## config.mk

```make
export PLATFORM = sky130hd
export DESIGN_NAME = param_dual_port_ram
export DESIGN_NICKNAME = d
export VERILOG_FILES = /design/src/rtl/param_dual_port_ram.sv
export SDC_FILE = /design/constraint.sdc
export NUM_CORES = 1
export LEC_CHECK = 0
export BUFFER_PORTS_ARGS = -buffer_cell sky130_fd_sc_hd__buf_2
export CAP_MARGIN = 10
export CORE_AREA = 2 2 186 188
export CTS_BUF_LIST = sky130_fd_sc_hd__clkbuf_16
export CTS_CLUSTER_SIZE = 16
export DETAILED_ROUTE_END_ITERATION = 6
export DIE_AREA = 0 0 188 190
export GPL_ROUTABILITY_DRIVEN = 0
export GPL_TIMING_DRIVEN = 0
export HOLD_SLACK_MARGIN = 0.12
export SLEW_MARGIN = 20
export SYNTH_ARGS = -nofsm -noshare
export SYNTH_HDL_FRONTEND = slang
export SYNTH_SLANG_ARGS = --single-unit
```

## constraint.sdc

```tcl
create_clock -name clock -period 4.1 [get_ports clock]
set_clock_uncertainty 0.1 [all_clocks]
set_input_delay 1.025 -clock clock [delete_from_list [all_inputs] [get_ports clock]]
set_output_delay 1.025 -clock clock [all_outputs]
set_load 0.01 [all_outputs]
```

## src/rtl/param_dual_port_ram.sv

```systemverilog
// True dual-port RAM with a shared array, selectable same-port read-during-write
// behaviour, same-address write collision flag and an optional post-reset zero-fill.
module param_dual_port_ram #(
   parameter int DATA_WIDTH     = 8,
   parameter int ADDR_WIDTH     = 4,
   parameter int RDW_MODE       = 0,
   parameter int CLEAR_ON_RESET = 1
) (
   input  logic                  clock,
   input  logic                  reset,
   input  logic                  port_en_0,
   input  logic                  wr_en_0,
   input  logic [ADDR_WIDTH-1:0] addr_in_p0,
   input  logic [DATA_WIDTH-1:0] data_in_0,
   input  logic                  port_en_1,
   input  logic                  wr_en_1,
   input  logic [ADDR_WIDTH-1:0] addr_in_p1,
   input  logic [DATA_WIDTH-1:0] data_in_1,
   output logic [DATA_WIDTH-1:0] data_output_0,
   output logic [DATA_WIDTH-1:0] data_output_1,
   output logic                  busy,
   output logic                  collision
);

   localparam int DEPTH = 2 ** ADDR_WIDTH;
   localparam logic [ADDR_WIDTH:0] LAST_ADDR = (ADDR_WIDTH + 1)'(DEPTH - 1);

   typedef enum logic {IDLE, CLEAR} state_t;

   state_t                state_reg;
   logic [ADDR_WIDTH:0]   clear_count_reg;
   logic                  collision_reg;
   logic [DATA_WIDTH-1:0] mem [DEPTH];

   logic [1:0]            port_en;
   logic [1:0]            wr_en;
   logic [1:0]            access;
   logic [1:0]            write;
   logic [ADDR_WIDTH-1:0] addr [2];
   logic [DATA_WIDTH-1:0] din [2];

   assign port_en = {port_en_1, port_en_0};
   assign wr_en   = {wr_en_1, wr_en_0};
   assign addr    = '{addr_in_p0, addr_in_p1};
   assign din     = '{data_in_0, data_in_1};

   assign busy    = (state_reg == CLEAR);
   // User traffic is locked out both while clearing and on a reset edge.
   assign access  = port_en & {2{~busy & ~reset}};
   assign write   = access & wr_en;

   always_ff @(posedge clock) begin
      if (reset) begin
         state_reg       <= (CLEAR_ON_RESET != 0) ? CLEAR : IDLE;
         clear_count_reg <= '0;
      end else if (state_reg == CLEAR) begin
         clear_count_reg <= clear_count_reg + 1'b1;
         if (clear_count_reg == LAST_ADDR) begin
            state_reg <= IDLE;
         end
      end
   end

   // Port 0 is written last so it wins a same-address dual write.
   always_ff @(posedge clock) begin
      if (busy) begin
         mem[clear_count_reg[ADDR_WIDTH-1:0]] <= '0;
      end else begin
         if (write[1]) begin
            mem[addr[1]] <= din[1];
         end
         if (write[0]) begin
            mem[addr[0]] <= din[0];
         end
      end
   end

   genvar gi;
   generate
      for (gi = 0; gi < 2; gi++) begin : g_port
         logic [DATA_WIDTH-1:0] rd_data_reg;

         always_ff @(posedge clock) begin
            if (reset) begin
               rd_data_reg <= '0;
            end else if (access[gi]) begin
               rd_data_reg <= (write[gi] && (RDW_MODE != 0)) ? din[gi] : mem[addr[gi]];
            end
         end
      end
   endgenerate

   always_ff @(posedge clock) begin
      if (reset) begin
         collision_reg <= 1'b0;
      end else begin
         collision_reg <= write[0] && write[1] && (addr_in_p0 == addr_in_p1);
      end
   end

   assign data_output_0 = g_port[0].rd_data_reg;
   assign data_output_1 = g_port[1].rd_data_reg;
   assign collision     = collision_reg;

endmodule

```

==> qor.yml <==
cts:
  clk_pin_slew_worst_paths_ps: 60
  postCtsSetupRepairBufs: 0
  htreeDepth: 4
  cts.sinks: 151
  cts-resized-gates: 0
  cts-root-buf: "clkbuf_16"
  clockBufferDepth: 2
  clkLatencyLatePin_ps: 440
  holdBufCountCts: 0
  cts_tree: "done"
  cts_made_buffers: 17
global_route:
  antenna_found_initial: 4
  grt_max_degree: 17
  track_usage: 0.1612
  gr-total-overflow: 0
  grt_pass1_vias: 6379
  grt_first_pass_wirelength_um: 41450
routing:
  viasPerCell: 5.202
  wl_per_cell_um: 23.37
  route.detailed.drc: 0
  drtIter0Drc: 750
  wl_um: 28610
  drtPass1Iterations: 5
  routed-via-count: 6367
  antenna_left: 0
synthesis:
  synth-edff-count: 128
  seq_area_frac_synth: 0.4988
  netlist_area_mm2: 0.008628
  synthDistinctLibCells: 48
  syn-num-nets: 723
  synth-seq-cells: 151
  synthFlopType: "edfxtp_1"
  postSynthAreaPerCell_um2: 12.49
  synthCells: 691
  yosys_warnings: 0
  async_flop_share: 0
setup_path:
  timing.rr.end: "mem[12][1]"
  rr_worst_depth: 6
  cp_max_fo: 10
  slowest_stage: "o21bai_1"
  path_common_cell: "buf_2"
  required_ps: 4050
  crit_type: "in2reg"
  crit_path_end_kind: "flip-flop"
  crit_family: "compound AO/OA/AOI/OAI gates"
  critical_path_buf_inv_count: 4
  crit_chain: "buf_2, nor4bb_1, clkbuf_1, buf_2, buf_2, a31oi_1, o21bai_1"
  timing.rr.start: "busy"
  worstPathArrival_ps: 3620
  reg2reg_slack_ps: 750
  cp-start-kind: "primary input"
  critPathMaxStageDelay_ps: 920
pwr:
  powerDensity_mw_per_mm2: 350.0
  leakage_uw: 0.003208
  ir_drop_mv: 0.2849
  power_uw: 3488
die:
  core-area_mm2: 0.03395
  io_pins: 48
  start_util: 0.2542
  die_height_um: 190
  die_w_um: 188
  row_count: 68
  dieArea_mm2: 0.03572
finish:
  largest_register_ffs: 128
  area_growth_pct: 15.47
  fin_util: 0.2935
  layout-drive-gt1-share: 0.2611
  final_common_cell: "nand2_1"
  fin_area_mm2: 0.009963
  most-common-layout-cells: "nand2_1 (133), edfxtp_1 (128), o21ai_0 (110)"
  nets: 785
  fillers: 3452
sta:
  slew_violations: 0
  finalCriticalPeriod_ps: 3665
  slew-limit-headroom: 0.3038
  worst_pin_slew_ps: 1042
  max_freq_mhz: 272.9
  setup_tns_ps: 0
  finalHoldViolCount: 0
  finalSetupViolations: 0
  fin_crit_sh: 0.8939
  rsz0062_at_grt: "false"
min_path:
  whs_endpoint: "data_output_0[2]"
  hold_path_class: "reg2reg"
  hold_depth: 2
  hp-start: "data_output_0[2]"
job:
  cap_violations: 0
placed_design:
  port_buffers: 43
  dp_hpwl_um: 20590
  postPlaceCellArea_mm2: 0.009413
run_status:
  run_status: "completed"
## kinds of logic after synthesis
family,Yosys count,synth area share
flip-flops,151,0.4988
AND/OR/NAND/NOR,186,0.1131
XOR/XNOR,7,0.007106
multiplexers,109,0.2268
adder cells (fa/ha/maj),2,0.002900
AO/OA/AOI/OAI,169,0.1146
buffers and inverters,67,0.03669
## how the worst max path moves through the flow
stage,end,cells past startpoint,start,slack [ps]
after floorplan,mem[10][0],6,port_en_1,1150
after global placement,mem[13][3],7,reset,90
after detailed placement,mem[12][1],7,reset,50
after CTS,mem[9][6],7,reset,490
after global routing,mem[13][6],7,reset,290
final,mem[12][1],7,reset,440
## where the power goes
part	internal [uW]	total, uW	leakage, uW	switching, uW
clock network	824	1480	0.000270	656
logic	110	303	0.00170	193
registers	1680	1700	0.00124	22.2
total	2620	3490	0.00321	871
## cell usage after synthesis (3+ instances only)
| cell | instances | area share |
|---|---|---|
| o21ai_0 | 110 | 0.064 |
| nor2_1 | 9 | 0.0039 |
| and2_1 | 8 | 0.0058 |
| nor3b_1 | 3 | 0.0026 |
| mux2_2 | 8 | 0.010 |
| dfxtp_1 | 23 | 0.053 |
| nand2b_1 | 4 | 0.0029 |
| buf_6 | 4 | 0.0052 |
| mux2_4 | 16 | 0.028 |
| a2bb2oi_1 | 3 | 0.0030 |
| buf_2 | 22 | 0.013 |
| nor4_4 | 7 | 0.017 |
| a31oi_1 | 7 | 0.0051 |
| mux2i_1 | 23 | 0.027 |
| inv_1 | 6 | 0.0026 |
| mux4_2 | 62 | 0.16 |
| nand2_1 | 133 | 0.058 |
| o21ai_1 | 3 | 0.0017 |
| o21bai_1 | 14 | 0.012 |
| edfxtp_1 | 128 | 0.45 |
| and3_1 | 4 | 0.0029 |
| clkbuf_1 | 30 | 0.013 |
| xnor2_1 | 6 | 0.0061 |
| nor3_2 | 4 | 0.0046 |
| a21oi_1 | 5 | 0.0029 |
| o2bb2a_1 | 3 | 0.0035 |
| o211ai_1 | 8 | 0.0070 |
| a22oi_1 | 8 | 0.0070 |
## per-stage QoR
stage	std cells	setup WS (ps)	hold slack, ps
floorplan	691	1151	378.1
global placement	1189	94.52	356.7
detailed placement	1189	48.81	363.4
CTS	1221	494.0	377.9
global route	1222	291.2	383.8
finish	1224	435.2	366.3
## layout make-up
class | instances | area [um2] | area share
multi-input combinational | 473 | 4008 | 0.4022
inverter | 7 | 26.28 | 0.002637
sequential | 151 | 4304 | 0.4320
tap | 455 | 569.3 | 0.05714
antenna | 3 | 7.507 | 0.0007535
timing repair buffer | 43 | 215.2 | 0.02160
clock inverter | 15 | 117.6 | 0.01180
buffer | 60 | 290.3 | 0.02913
clock buffer | 17 | 425.4 | 0.04270
## layer usage
layer  share of wire  track usage  wire (um)  up-vias
li1                -            -          -     2788
met1            0.40       0.2029      11380     3143
met2            0.46       0.2623      13290      381
met3            0.10      0.04095       2923       53
met4           0.035      0.07117        998        2
met5         0.00028            0          8        -
## tightest hold or removal path, cell delays in order (launching register included)
cell and delay [ps]:
dfxtp_1 320, nand2_1 50, o211ai_1 60
(Power assumes the default switching activity.)
